### config.mk
export PLATFORM = sky130hd
export DESIGN_NAME = countdown_ctrl
export DESIGN_NICKNAME = d
export VERILOG_FILES = /design/src/rtl/countdown_ctrl_pkg.sv /design/src/rtl/countdown_ctrl_btn_debounce.sv /design/src/rtl/countdown_ctrl.sv
export SDC_FILE = /design/constraint.sdc
export NUM_CORES = 1
export LEC_CHECK = 0
export BUFFER_PORTS_ARGS = -buffer_cell sky130_fd_sc_hd__buf_2
export CORE_MARGIN = 3
export CORE_UTILIZATION = 53
export CTS_CLUSTER_DIAMETER = 80
export DETAILED_ROUTE_END_ITERATION = 6
export MAX_ROUTING_LAYER = met4
export PLACE_DENSITY = 0.73
export SYNTH_ARGS = -nofsm -noshare
export SYNTH_HDL_FRONTEND = slang
export SYNTH_SLANG_ARGS = --single-unit
### constraint.sdc
create_clock -name clk -period 2.9 [get_ports clk]
set_input_delay 0.58 -clock clk [delete_from_list [all_inputs] [get_ports clk]]
set_output_delay 0.58 -clock clk [all_outputs]
set_load 0.02 [all_outputs]
### src/rtl/countdown_ctrl_pkg.sv
// Shared encodings, digit limits and helpers for the countdown-timer control block.
// Digit index doubles as cursor index: 0 = sec_1 .. 5 = hr_10.
package countdown_ctrl_pkg;

    localparam logic [1:0] ST_SET   = 2'd0;
    localparam logic [1:0] ST_RUN   = 2'd1;
    localparam logic [1:0] ST_PAUSE = 2'd2;
    localparam logic [1:0] ST_DONE  = 2'd3;

    localparam logic [2:0] CUR_SEC1  = 3'd0;
    localparam logic [2:0] CUR_SEC10 = 3'd1;
    localparam logic [2:0] CUR_MIN1  = 3'd2;
    localparam logic [2:0] CUR_MIN10 = 3'd3;
    localparam logic [2:0] CUR_HR1   = 3'd4;
    localparam logic [2:0] CUR_HR10  = 3'd5;

    localparam logic [3:0] LIM_UNITS = 4'd9;
    localparam logic [3:0] LIM_TENS  = 4'd5;

    localparam int NUM_DIGITS = 6;
    localparam int NUM_BTNS   = 6;

    typedef logic [3:0] bcd_t;
    typedef logic [NUM_DIGITS-1:0][3:0] digits_t;

    // Member order fixes the bit order of the debounced pulse vector (clr is MSB).
    typedef struct packed {
        logic clr;
        logic start;
        logic left;
        logic right;
        logic up;
        logic down;
    } btn_t;

    function automatic bcd_t digit_limit(input logic [2:0] idx);
        return (idx == CUR_SEC10 || idx == CUR_MIN10) ? LIM_TENS : LIM_UNITS;
    endfunction

    function automatic bcd_t clamp_digit(input bcd_t value, input logic [2:0] idx);
        return (value > digit_limit(idx)) ? digit_limit(idx) : value;
    endfunction

endpackage

### src/rtl/countdown_ctrl_btn_debounce.sv
// Button conditioner: 2-FF synchroniser, stable-level debounce and a one-cycle pulse
// on every accepted 0->1 transition. Holding the button produces no repeat.
module btn_debounce
    import countdown_ctrl_pkg::*;
#(
    parameter int DEBOUNCE_CYC = 1_000_000
) (
    input  logic clk,
    input  logic reset,
    input  logic btn_in,
    output logic pulse
);

    localparam int CW = (DEBOUNCE_CYC > 1) ? $clog2(DEBOUNCE_CYC) : 1;
    localparam logic [CW-1:0] CNT_LAST = CW'(DEBOUNCE_CYC - 1);

    logic          sync_a;
    logic          sync_b;
    logic          level;
    logic [CW-1:0] cnt;

    // cnt tracks how long the synchronised input has disagreed with the accepted level.
    always_ff @(posedge clk or negedge reset) begin
        if (!reset) begin
            sync_a <= 1'b0;
            sync_b <= 1'b0;
            level  <= 1'b0;
            cnt    <= '0;
            pulse  <= 1'b0;
        end else begin
            sync_a <= btn_in;
            sync_b <= sync_a;
            pulse  <= 1'b0;
            if (sync_b == level) begin
                cnt <= '0;
            end else if (cnt == CNT_LAST) begin
                cnt   <= '0;
                level <= sync_b;
                pulse <= sync_b;
            end else begin
                cnt <= cnt + 1'b1;
            end
        end
    end

endmodule

### src/rtl/countdown_ctrl.sv
// Countdown-timer page: button conditioning, SET/RUN/PAUSE/DONE control FSM,
// shared tick/blink counter and the BCD HH:MM:SS edit/decrement datapath.
module countdown_ctrl
    import countdown_ctrl_pkg::*;
#(
    parameter int TICK_DIV     = 50_000_000,
    parameter int DEBOUNCE_CYC = 1_000_000
) (
    input  logic       clk,
    input  logic       reset,
    input  logic       up,
    input  logic       down,
    input  logic       left,
    input  logic       right,
    input  logic       start,
    input  logic       clr,
    input  logic       load,
    input  logic [3:0] hr_10,
    input  logic [3:0] hr_1,
    input  logic [3:0] min_10,
    input  logic [3:0] min_1,
    input  logic [3:0] sec_10,
    input  logic [3:0] sec_1,
    output logic [3:0] hr_2_10,
    output logic [3:0] hr_2_1,
    output logic [3:0] min_2_10,
    output logic [3:0] min_2_1,
    output logic [3:0] sec_2_10,
    output logic [3:0] sec_2_1,
    output logic [2:0] cursor,
    output logic       running,
    output logic       done,
    output logic       blink,
    output logic [1:0] state
);

    localparam int TW = (TICK_DIV > 2) ? $clog2(TICK_DIV) : 1;
    localparam logic [TW-1:0] TICK_LAST  = TW'(TICK_DIV - 1);
    localparam logic [TW-1:0] BLINK_LAST = TW'(TICK_DIV / 2 - 1);

    logic [NUM_BTNS-1:0] raw_vec;
    logic [NUM_BTNS-1:0] pulse_vec;
    btn_t                pulse;

    digits_t       dig;
    digits_t       dig_nxt;
    digits_t       dec;
    digits_t       preset;
    logic [TW-1:0] tick;
    logic [TW-1:0] tick_nxt;
    logic [1:0]    state_q;
    logic [1:0]    state_nxt;
    logic [2:0]    cursor_nxt;
    logic          blink_nxt;
    logic          borrow;

    assign raw_vec = {clr, start, left, right, up, down};
    assign pulse   = btn_t'(pulse_vec);
    assign preset  = {hr_10, hr_1, min_10, min_1, sec_10, sec_1};

    for (genvar g = 0; g < NUM_BTNS; g++) begin : g_btn
        btn_debounce #(
            .DEBOUNCE_CYC(DEBOUNCE_CYC)
        ) u_btn (
            .clk   (clk),
            .reset (reset),
            .btn_in(raw_vec[g]),
            .pulse (pulse_vec[g])
        );
    end

    // One-second decrement: a zero digit wraps to its limit and passes the borrow upward.
    always_comb begin
        dec    = dig;
        borrow = 1'b1;
        for (int i = 0; i < NUM_DIGITS; i++) begin
            if (borrow) begin
                if (dig[i] == 4'd0) begin
                    dec[i] = digit_limit(3'(i));
                end else begin
                    dec[i] = dig[i] - 4'd1;
                    borrow = 1'b0;
                end
            end
        end
    end

    // Pulses are tested in priority order, so only the highest-priority one acts.
    always_comb begin
        state_nxt  = state_q;
        dig_nxt    = dig;
        cursor_nxt = cursor;
        tick_nxt   = tick;
        blink_nxt  = blink;
        case (state_q)
            ST_SET: begin
                if (pulse.clr) begin
                    dig_nxt = '0;
                end else if (pulse.start) begin
                    if (dig != '0) begin
                        state_nxt = ST_RUN;
                        tick_nxt  = '0;
                    end
                end else if (pulse.left) begin
                    cursor_nxt = (cursor == CUR_SEC1) ? CUR_HR10 : cursor - 3'd1;
                end else if (pulse.right) begin
                    cursor_nxt = (cursor == CUR_HR10) ? CUR_SEC1 : cursor + 3'd1;
                end else if (pulse.up) begin
                    dig_nxt[cursor] = (dig[cursor] >= digit_limit(cursor)) ? 4'd0
                                                                           : dig[cursor] + 4'd1;
                end else if (pulse.down) begin
                    dig_nxt[cursor] = (dig[cursor] == 4'd0) ? digit_limit(cursor)
                                                            : dig[cursor] - 4'd1;
                end else if (load) begin
                    for (int i = 0; i < NUM_DIGITS; i++) begin
                        dig_nxt[i] = clamp_digit(preset[i], 3'(i));
                    end
                end
            end
            ST_RUN: begin
                if (pulse.clr) begin
                    state_nxt = ST_SET;
                    dig_nxt   = '0;
                    tick_nxt  = '0;
                end else if (pulse.start) begin
                    state_nxt = ST_PAUSE;
                end else if (tick == TICK_LAST) begin
                    tick_nxt = '0;
                    dig_nxt  = dec;
                    if (dec == '0) begin
                        state_nxt = ST_DONE;
                        blink_nxt = 1'b0;
                    end
                end else begin
                    tick_nxt = tick + 1'b1;
                end
            end
            ST_PAUSE: begin
                if (pulse.clr) begin
                    state_nxt = ST_SET;
                    dig_nxt   = '0;
                    tick_nxt  = '0;
                end else if (pulse.start) begin
                    state_nxt = ST_RUN;
                end
            end
            default: begin
                // DONE reuses the tick counter as the half-period blink divider.
                if (pulse.clr || pulse.start) begin
                    state_nxt  = ST_SET;
                    cursor_nxt = CUR_SEC1;
                    blink_nxt  = 1'b0;
                    tick_nxt   = '0;
                end else if (tick == BLINK_LAST) begin
                    tick_nxt  = '0;
                    blink_nxt = ~blink;
                end else begin
                    tick_nxt = tick + 1'b1;
                end
            end
        endcase
    end

    always_ff @(posedge clk or negedge reset) begin
        if (!reset) begin
            state_q <= ST_SET;
            dig     <= '0;
            cursor  <= CUR_SEC1;
            tick    <= '0;
            blink   <= 1'b0;
            running <= 1'b0;
            done    <= 1'b0;
        end else begin
            state_q <= state_nxt;
            dig     <= dig_nxt;
            cursor  <= cursor_nxt;
            tick    <= tick_nxt;
            blink   <= blink_nxt;
            running <= (state_nxt == ST_RUN);
            done    <= (state_nxt == ST_DONE);
        end
    end

    assign state    = state_q;
    assign hr_2_10  = dig[CUR_HR10];
    assign hr_2_1   = dig[CUR_HR1];
    assign min_2_10 = dig[CUR_MIN10];
    assign min_2_1  = dig[CUR_MIN1];
    assign sec_2_10 = dig[CUR_SEC10];
    assign sec_2_1  = dig[CUR_SEC1];

endmodule

# ---- Word-level counts from Yosys, hierarchy flattened
# Index checks and enable logic that the tools add are counted.
dict set report totals {
  n_memories 0
  latchBits 0
  ramBits 0
  wordCells 250
  inputBits 33
  register_bits 202
  rom_bits 0
  out_inout_bits 32
}
dict set report op_classes {
  n_addsub 17
  reduce_logical 29
  n_shift 0
  n_eq_ne 37
  magnitude_cmp 9
  n_mux 107
  n_bitwise 9
  multipliers 0
  n_div 0
}
# operator count
set ops {}
lappend ops {{24-bit 2-to-1 mux} 11}
lappend ops {{20-bit 2-to-1 mux} 12}
lappend ops {{26-bit 2-to-1 mux} 9}
lappend ops {{20-bit by 1-bit adder with 20-bit output, second input constant} 6}
lappend ops {{20-bit equality test, second input constant} 6}
lappend ops {{4-bit 2-to-1 mux} 22}
lappend ops {{26-bit one-hot mux with 3 select lines} 1}
lappend ops {{24-bit one-hot mux with 3 select lines} 1}
lappend ops {{24-bit bitwise mux} 2}
lappend ops {{4-bit logical NOT} 7}
lappend ops {{4-bit by 1-bit subtractor with 4-bit output, second input constant} 7}
lappend ops {{1-bit 2-to-1 mux} 27}
lappend ops {{26-bit by 1-bit adder with 26-bit output, second input constant} 1}
lappend ops {{26-bit by 25-bit equality test with 1-bit output, second input constant} 1}
lappend ops {{26-bit equality test, second input constant} 1}
lappend ops {{24-bit logical NOT} 1}
lappend ops {{24-bit nonzero test} 1}
lappend ops {{3-bit 2-to-1 mux} 7}
lappend ops {{2-bit 2-to-1 mux} 10}
lappend ops {{4-bit greater-than comparator, second input constant} 4}
lappend ops {{3-bit by 2-bit inequality test with 1-bit output, second input constant} 5}
lappend ops {{2-bit inequality test, second input constant} 7}
lappend ops {{4-bit binary-select mux with 3-bit select} 1}
lappend ops {{4-bit demux with 3-bit select} 1}
lappend ops {{31 further kinds} 57}

# ---- Logic depth before layout (Yosys ltp)
# Gate-level depths: netlist of the first run.
dict set report depth {
  ltp_word 14
  mapped_depth 14
  ltp_nobuf 12
}

# ---- By module
# From an unflattened synthesis of the first run, not the netlist that was laid out.
dict set report hier_totals {
  hier_cells 1417
  hier_area_um2 12151.7
}
# mod area_per_inst_um2 instances cells_per_inst seq_area_each_um2
set modules_own_cells {}
lappend modules_own_cells {btn_debounce 1136.1 6 116 600.6}
lappend modules_own_cells {countdown_ctrl 5335.1 1 721 1451.4}

# ---- Worst setup path before layout of the first run
# No wires, ideal clock.
dict set report synth_path {
  path_kind {register to register}
  from {register cursor[1]}
  to {register dig (netlist bit hr_2_10[1])}
  setup_ns 0.101
  setup_slack_ns -0.229
  t_required_ns 2.799
  synth_period_minus_slack_ns 3.129
  arrival_ns 3.028
  path_stages_with_launch 15
  n_path_buf 3
  path_cell_list {dfrtp_1 buf_4 buf_4 clkbuf_1 and2_1 ha_1 or2_2 inv_1 ha_1 a21o_1 a21oi_1 nand2_1 a22o_1 a211o_1 o311ai_2}
}
dict set report synth_between {
  elab_chain_len 12
  elab_cells_between_ends 26
  classes_between {add/sub (2); order compare (3); eq/ne (2); mux (16); reduce/logical (3)}
}
# element line
set synth_rtl {}
lappend synth_rtl {{from (decl)} countdown_ctrl.sv:30} ;# output logic [2:0] cursor,
lappend synth_rtl {{from (signal assigned)} countdown_ctrl.sv:176} ;# cursor <= cursor_nxt;
lappend synth_rtl {{4-bit binary-select mux with 3-bit select (tied with other cells)} -}
lappend synth_rtl {{4-bit 2-to-1 mux (not written as such) (tied with other cells)} -}
lappend synth_rtl {{4-bit by 1-bit subtractor with 4-bit output (tied with other cells)} countdown_ctrl.sv:113} ;# : dig[cursor] - 4'd1;
lappend synth_rtl {{4-bit 2-to-1 mux (tied with other cells)} countdown_ctrl.sv:112} ;# dig_nxt[cursor] = (dig[cursor] == 4'd0) ? digit_limit(cursor)
lappend synth_rtl {{24-bit bitwise mux or 4-bit 2-to-1 mux (tied branches)} {countdown_ctrl.sv:112, countdown_ctrl.sv:109}}
lappend synth_rtl {{24-bit 2-to-1 mux or 24-bit bitwise mux (tied branches)} {countdown_ctrl.sv:111, countdown_ctrl.sv:109}}
lappend synth_rtl {{24-bit 2-to-1 mux *} countdown_ctrl.sv:108} ;# end else if (pulse.up) begin
lappend synth_rtl {{24-bit 2-to-1 mux *} countdown_ctrl.sv:106} ;# end else if (pulse.right) begin
lappend synth_rtl {{24-bit 2-to-1 mux *} countdown_ctrl.sv:104} ;# end else if (pulse.left) begin
lappend synth_rtl {{24-bit 2-to-1 mux *} countdown_ctrl.sv:99} ;# end else if (pulse.start) begin
lappend synth_rtl {{24-bit 2-to-1 mux *} countdown_ctrl.sv:97} ;# if (pulse.clr) begin
lappend synth_rtl {{24-bit one-hot mux with 3 select lines *} countdown_ctrl.sv:95} ;# case (state_q)
lappend synth_rtl {{to (signal assigned)} countdown_ctrl.sv:175} ;# dig <= dig_nxt;
lappend synth_rtl {{to (decl)} countdown_ctrl.sv:45} ;# digits_t dig;
# Every way passes the cells marked *; elsewhere a longest branch is shown, timed or not. The select of a mux whose other input is x is not followed.
# A chain may end at the register's enable or synchronous reset.

# ---- Worst setup path after layout of the first run
dict set report layout_path {
  from {register cursor[1]}
  to {register dig (netlist bit hr_2_1[0])}
}
# Same word-level chain as after synthesis.

==> results of run 1 <==
## per-layer routing
| metal | vias to the layer above | GRT usage |
|---|---|---|
| met3 | 80 | 0.03652 |
| met4 | 0 | 0.07637 |
| met2 | 388 | 0.4010 |
| li1 | 4856 | - |
| met1 | 4941 | 0.3616 |
| met5 | - | - |
## kinds of logic (layout without fill, tap and decap cells)
logic type	Yosys count	count (layout)
XOR/XNOR	103	103
AO/OA/AOI/OAI	267	267
flip-flops	202	202
AND/OR/NAND/NOR	595	595
buffers and inverters	84	216
multiplexers	21	21
adder cells (fa/ha/maj)	18	18
## sequential cells by signal, summed over array words and instances (netlist names)
| register | flops |
|---|---|
| running | 1 |
| hr_2_1 | 4 |
| cursor | 3 |
| g_btn.u_btn.pulse | 6 |
| g_btn.u_btn.sync_a | 6 |
| done | 1 |
| blink | 1 |
| g_btn.u_btn.cnt | 120 |
| g_btn.u_btn.level | 6 |
| g_btn.u_btn.sync_b | 6 |
| sec_2_1 | 4 |
| min_2_10 | 4 |
| min_2_1 | 4 |
| tick | 26 |
| hr_2_10 | 4 |
| state | 2 |
| sec_2_10 | 4 |
## cell usage after synthesis, types with 4 or more instances
library cell,instances
a22o_1,4
a211o_1,5
o21ai_0,89
o311ai_0,6
o21ai_1,10
inv_1,33
dfrtp_1,202
buf_2,10
nor4_1,16
or2_2,5
nand4b_1,4
or4_1,4
ha_1,18
nand3_1,77
clkbuf_1,34
and4_1,7
nand2b_1,10
mux2i_1,14
and4b_1,6
mux2_2,6
and3_1,38
xnor2_1,64
nor3b_1,10
nor4b_1,6
a31o_1,4
a21oi_1,56
nand2_1,90
xor2_1,39
nor2_1,201
a31oi_1,16
o22ai_1,9
or3_1,22
nand4_1,28
o211ai_1,11
nor3_1,23
o41ai_1,5
o31ai_1,9
and2_1,14
nor2b_1,17
## worst reg2reg max path: stages, from the launching register on
cell	delay (ps)
dfrtp_4	560
and2_1	200
ha_1	170
or2_2	310
buf_4	150
ha_1	310
a21oi_4	210
buf_4	140
nand2_1	160
a311o_1	400
o21ai_1	120
## stage by stage
stage	util	instance area, sq um	worst slack [ps]
after detailed placement	0.5957	12600	70.50
after floorplan	-	11520	8.562
after global placement	0.5957	12600	109.2
after global routing	0.6284	13290	1.611
after CTS	0.6258	13240	51.94
final	0.6284	13290	129.4
## power groups by stage
stage	clock [mW]	combinational, mW	sequential, mW
after floorplan	0	0.251	3.01
after global placement	0	0.595	2.98
after detailed placement	0	0.601	2.98
after CTS	2.63	0.604	2.93
after global routing	2.75	0.672	2.94
final	2.57	0.613	2.93
## cell type report
class,count,area [sq um]
Clock buffer,34,626.9
Clock inverter,2,10.01
Fill cell,1872,7860
Inverter,34,132.6
Multi-Input combinational cell,1004,6112
Sequential cell,202,5061
Tap cell,275,344.1
Timing Repair Buffer,146,1007
## what timing repair did
item,4_1_cts,5_1_grt
hold buffers,0,0
endpoints found under the setup margin,0,22
resized for setup,0,7
setup buffers,0,4
## path summary, 6_finish.rpt
path,end,start
worst max-delay path,hr_2_1[0]$_DFFE_PN0P_,cursor[1]$_DFFE_PN0P_
min in group clk,g_btn[2].u_btn.sync_a$_DFF_PN0_,right
worst min-delay path,g_btn[2].u_btn.cnt[4]$_DFF_PN0_,reset
worst min register to register,g_btn[4].u_btn.sync_b$_DFF_PN0_,g_btn[4].u_btn.sync_a$_DFF_PN0_
worst max register to register,hr_2_1[0]$_DFFE_PN0P_,cursor[1]$_DFFE_PN0P_
max in group asynchronous,g_btn[0].u_btn.cnt[17]$_DFF_PN0_,reset
==> impl_metrics.csv, run 1 <==
group,metric,value,unit
critical_path,critical_path.n_buffers_inverters,2,
synth,synth.distinct_cells,85,
synth,synth_top_family_by_area,"simple AND/OR/NAND/NOR gates",
routing,dr_wl_met2,13740,microns
timing,hold_ws,74.93,ps
timing,period_share,0.9554,
routing,vias,10270,
flow_run,maxCapViolations,0,
routing,drt-vias-per-instance,6.049,
synth,syn-num-nets,1341,
synth,synth-compound-area-share,0.1489,
synth,synthCells,1290,
die,rows,53,
clock_network,cts_tree,"built",
critical_path,cp_cell_sequence,"and2_1 > ha_1 > or2_2 > buf_4 > ha_1 > a21oi_4 > buf_4 > nand2_1 > a311o_1 > o21ai_1",
synth,yosys.area_share.adder,0.01958,
global_routing,grt_max_degree,69,
die,core,21150,sq um
timing,fmax,360.9,MHz
worst_hold_path,worst_hold_path_type,"in -> async",
critical_path,slowest_delay,560,ps
timing,rsz0062_at_grt,"no",
die,ios,65,
routing,wl_per_cell,17.74,microns
die,die_h,153.3,microns
critical_path,cp_slowest_cell,"dfrtp_4",
clock_network,cts.sinks,202,
timing,slew_headroom,0.5038,
die,die-area,23500,sq um
synth,seq_area_frac_synth,0.4395,
critical_path,worstSetupStartpointType,"register",
synth,synth-edff-count,0,
clock_network,cts_made_buffers,23,
routing,detail-route-antenna-nets,0,
timing,drv_slew,0,
die,die_x,153.3,microns
cells_and_area,instances_no_fill,1697,
global_routing,grt.overflow.total,0,
global_routing,grt_pass1_wl,49890,microns
cells_and_area,final_common_cell,"nor2_1",
routing,drt-met1-wl,13280,microns
timing,worst_pin_slew,741.6,ps
placement,io_buffers,64,
power,clockPowerShare,0.420,
clock_network,worstSkewPairLatency,510,ps
synth,synth-simple-area-share,0.2623,
synth,synth-xor-area-share,0.07844,
timing,fin_crit,2771,ps
synth,synth.avg_cell_area,8.916,sq um
critical_path,critPathRequiredTime,3340,ps
placement,place_hpwl,21360,microns
timing,skew,21.97,ps
timing,tns,0,ps
global_routing,antenna_found_initial,0,
routing,firstDrtPassIters,5,
power,p_switching,1.533,mW
power,power.leakage,5.781,nW
timing,finalHoldViolCount,0,
cells_and_area,most-common-layout-cells,"nor2_1 (201), dfrtp_1 (199), nand2_1 (90)",
global_routing,track_usage,0.2601,
synth,ys_ff_latch,202,
routing,drt-initial-drc-count,797,
power,vdd_drop_max,0.0004611,V
cells_and_area,antennaDiodeCount,0,
cells_and_area,nets,1462,
synth,synth_top_area_share,0.4395,
critical_path,arrival,3210,ps
power,p_int,4.578,mW
routing,top_layer,"met4",
power,p_per_area,459.7,nW/um^2
synth,netlist_top_cells_area,"dfrtp_1 (44%), nor2_1 (6.6%), xnor2_1 (4.9%)",
synth,synth_mux_area_frac,0.02002,
critical_path,crit_cells,10,
routing,drc_errors,0,
outcome,status,"completed",
power,switching_share,0.2509,
synth,async_flop_share,1.000,
synth,ys_warn_count,0,
synth,synth_area_leader_cell,"dfrtp_1",
power,totalPowerFinal,6.112,mW
global_routing,grt_pass1_vias,9741,
placement,place_inst,1657,
clock_network,cts.clk_slew.worst_paths,60,ps
cells_and_area,drive_gt1_frac,0.1484,
critical_path,rr_worst_depth,10,
timing,finalSetupViolations,0,
critical_path,end_kind,"register",
critical_path,path_delay_family,"compound AO/OA/AOI/OAI gates",
routing,wirelength,30110,microns
power,p_seq_frac,0.480,
clock_network,htree_levels,1,
power,power_frac_comb,0.100,
clock_network,clockRootBuffer,"clkbuf_16",
placement,place_congestion,0.9681,
clock_network,cts.path.max_buffers,3,
synth,syn_area,11500,sq um
critical_path,reg2reg_slack,130,ps
critical_path,crit_type,"reg -> reg",
routing,route.met3.wl,2158,microns
synth,synth_flop_cell,"dfrtp_1",
cells_and_area,area_growth,15.59,%
critical_path,cp_max_fo,11,
die,initial_core_util,0.5437,
No activity file was read; power rests on OpenSTA's default activity.
==> run 2, diff against run 1 <==
Settings changed: GPL_TIMING_DRIVEN set to 0.
==> run 2 against run 1 <==
Against the previous run: the flow now finishes with violations (setup timing); final area rose by 0.27%; sequential power up 1%; register-to-register slack worse by 180 ps; total power grew 3.9%; hold slack gained 3.0 ps; count of clock-buffer cells in the layout down 3; combinational power decreased by 10%; critical path depth is the same; critical path type unchanged.
==> impl_metrics.csv, run 2 (synthesis gave the netlist of run 1 again) <==
group,metric,value,unit
critical_path,arrival,3340,ps
outcome,status,"finished, violations left",
die,ios,65,
cells_and_area,largest_register,"g_btn.u_btn.cnt",
routing,vias,10270,
routing,wl_per_cell,17.55,microns
routing,detail-route-antenna-nets,0,
clock_network,cts_hold_buf,0,
critical_path,worstSetupStartpointType,"register",
global_routing,grt_pass1_vias,9624,
timing,fmax,339.1,MHz
clock_network,htree_levels,1,
cells_and_area,final_common_cell,"dfrtp_1",
global_routing,grt-busiest-layer,"met2",
timing,finalHoldViolCount,0,
clock_network,clockRootBuffer,"clkbuf_16",
cells_and_area,reg.largest.list,"g_btn.u_btn.cnt: 120 flops, tick: 26 flops",
cells_and_area,antennaDiodeCount,0,
routing,wirelength,29610,microns
timing,tns,-49.02,ps
routing,firstDrtPassIters,7,
outcome,failed_checks,"setup timing",
timing,rsz0062_at_grt,"yes",
critical_path,cp_slowest_cell,"dfrtp_1",
cells_and_area,area_growth,15.91,%
timing,period_share,1.017,
critical_path,end_kind,"register",
die,die_h,153.3,microns
timing,worst_pin_slew,858.8,ps
critical_path,path_delay_family,"compound AO/OA/AOI/OAI gates",
cells_and_area,drive_gt1_frac,0.1416,
critical_path,critPathRequiredTime,3290,ps
timing,skew,31.97,ps
power,totalPowerFinal,6.349,mW
routing,drt-initial-drc-count,934,
clock_network,worstSkewPairLatency,530,ps
routing,drc_errors,0,
global_routing,grt.overflow.total,0,
placement,place_congestion,0.9901,
die,rows,53,
timing,fin_crit,2949,ps
global_routing,grt_max_degree,115,
global_routing,grt.met1_usage,0.3498,
critical_path,slowest_delay,580,ps
clock_network,cts_made_buffers,22,
clock_network,cts_tree,"built",
critical_path,crit_type,"reg -> reg",
global_routing,antenna_found_initial,0,
critical_path,critical_path.n_buffers_inverters,0,
power,vdd_drop_max,0.0004265,V
timing,hold_ws,77.92,ps
flow_run,maxCapViolations,0,
global_routing,met3_usage,0.03652,
clock_network,cts.clk_slew.worst_paths,60,ps
die,die_x,153.3,microns
timing,drv_slew,0,
critical_path,cp_max_fo,6,
routing,drt-vias-per-instance,6.088,
cells_and_area,nets,1448,
timing,finalSetupViolations,1,
die,core,21150,sq um
placement,pre_cts_slack,-400.6,ps
timing,slew_headroom,0.4230,
die,die-area,23500,sq um
power,p_per_area,476.3,nW/um^2
critical_path,cp_cell_sequence,"nand2b_4 > mux4_2 > ha_4 > nand2b_1 > a21o_1 > a21oi_4 > nand2_2 > a22o_4 > a211o_1 > o311ai_2",
clock_network,cts.sinks,202,
cells_and_area,largest_register_ffs,120,
power,power.leakage,5.662,nW
placement,place_hpwl,20280,microns
timing,fin_ws,-49.02,ps
worst_hold_path,worst_hold_path_type,"in -> async",
cells_and_area,fillerInstances,1811,
global_routing,track_usage,0.2521,
die,initial_core_util,0.5437,
global_routing,grtUsageMet2,0.3884,
clock_network,cts.path.max_buffers,3,
placement,io_buffers,64,
cells_and_area,most-common-layout-cells,"dfrtp_1 (200), nor2_1 (197), o21ai_0 (89)",
global_routing,grt_pass1_wl,48570,microns
-- run 2: where the power goes --
group | leakage, nW | internal [mW] | switching [mW]
combinational | 2.56 | 0.199 | 0.352
clock | 0.361 | 1.69 | 1.14
sequential | 2.74 | 2.87 | 0.0923
total | 5.66 | 4.76 | 1.59
-- run 2: timing repair --
action | CTS | global route
pin swaps | 9 | 11
setup buffers | 8 | 14
endpoints found under the setup margin | 50 | 43
gates resized for setup | 21 | 28
-- run 2: stage by stage --
| stage | util | instances | instance area, sq um |
|---|---|---|---|
| 6_report | 0.6302 | 1687 | 13330 |
| 3_3_place_gp | 0.5762 | 1629 | 12190 |
| 5_1_grt | 0.6302 | 1687 | 13330 |
| 2_1_floorplan | - | 1290 | 11520 |
| 4_1_cts | 0.6187 | 1674 | 13090 |
| 3_5_place_dp | 0.5779 | 1630 | 12230 |
-- run 2: final cells by class --
class	count	area, sq um	area share
Tap cell	275	344.1	0.02581
Multi-Input combinational cell	1004	6254	0.4691
Inverter	34	132.6	0.009949
Buffer	46	261.5	0.01962
Timing Repair Buffer	87	539.3	0.04045
Clock buffer	31	624.3	0.04684
Sequential cell	202	5057	0.3794
Clock inverter	8	117.6	0.008823
-- run 2: worst register-to-register path: stages (launching register included) --
cell and delay, ps:
dfrtp_1 580, nand2b_4 70, mux4_2 570, ha_4 190, nand2b_1 130, a21o_1 210, a21oi_4 220, nand2_2 130
a22o_4 300, a211o_1 320, o311ai_2 100
-- run 2: layer usage --
| layer | vias to the layer above | share of wire |
|---|---|---|
| met3 | 83 | 0.085 |
| li1 | 4836 | - |
| met1 | 4929 | 0.43 |
| met2 | 423 | 0.45 |
| met4 | 0 | 0.030 |
| met5 | - | 0 |
-- run 2: path summary, 6_finish.rpt --
check / slack, ps / depth (start not counted) / to / start
worst max-delay path: -50 / 10 / hr_2_1[1]$_DFFE_PN0P_ / min_2_10[1]$_DFFE_PN0P_
worst min-delay path: 80 / 1 / g_btn[2].u_btn.cnt[7]$_DFF_PN0_ / reset
worst max register to register: -50 / 10 / hr_2_1[1]$_DFFE_PN0P_ / min_2_10[1]$_DFFE_PN0P_
worst min register to register: 350 / 0 / g_btn[0].u_btn.sync_b$_DFF_PN0_ / g_btn[0].u_btn.sync_a$_DFF_PN0_
max in group asynchronous: 1830 / 2 / g_btn[4].u_btn.cnt[9]$_DFF_PN0_ / reset
min in group clk: 150 / 1 / g_btn[5].u_btn.sync_a$_DFF_PN0_ / clr
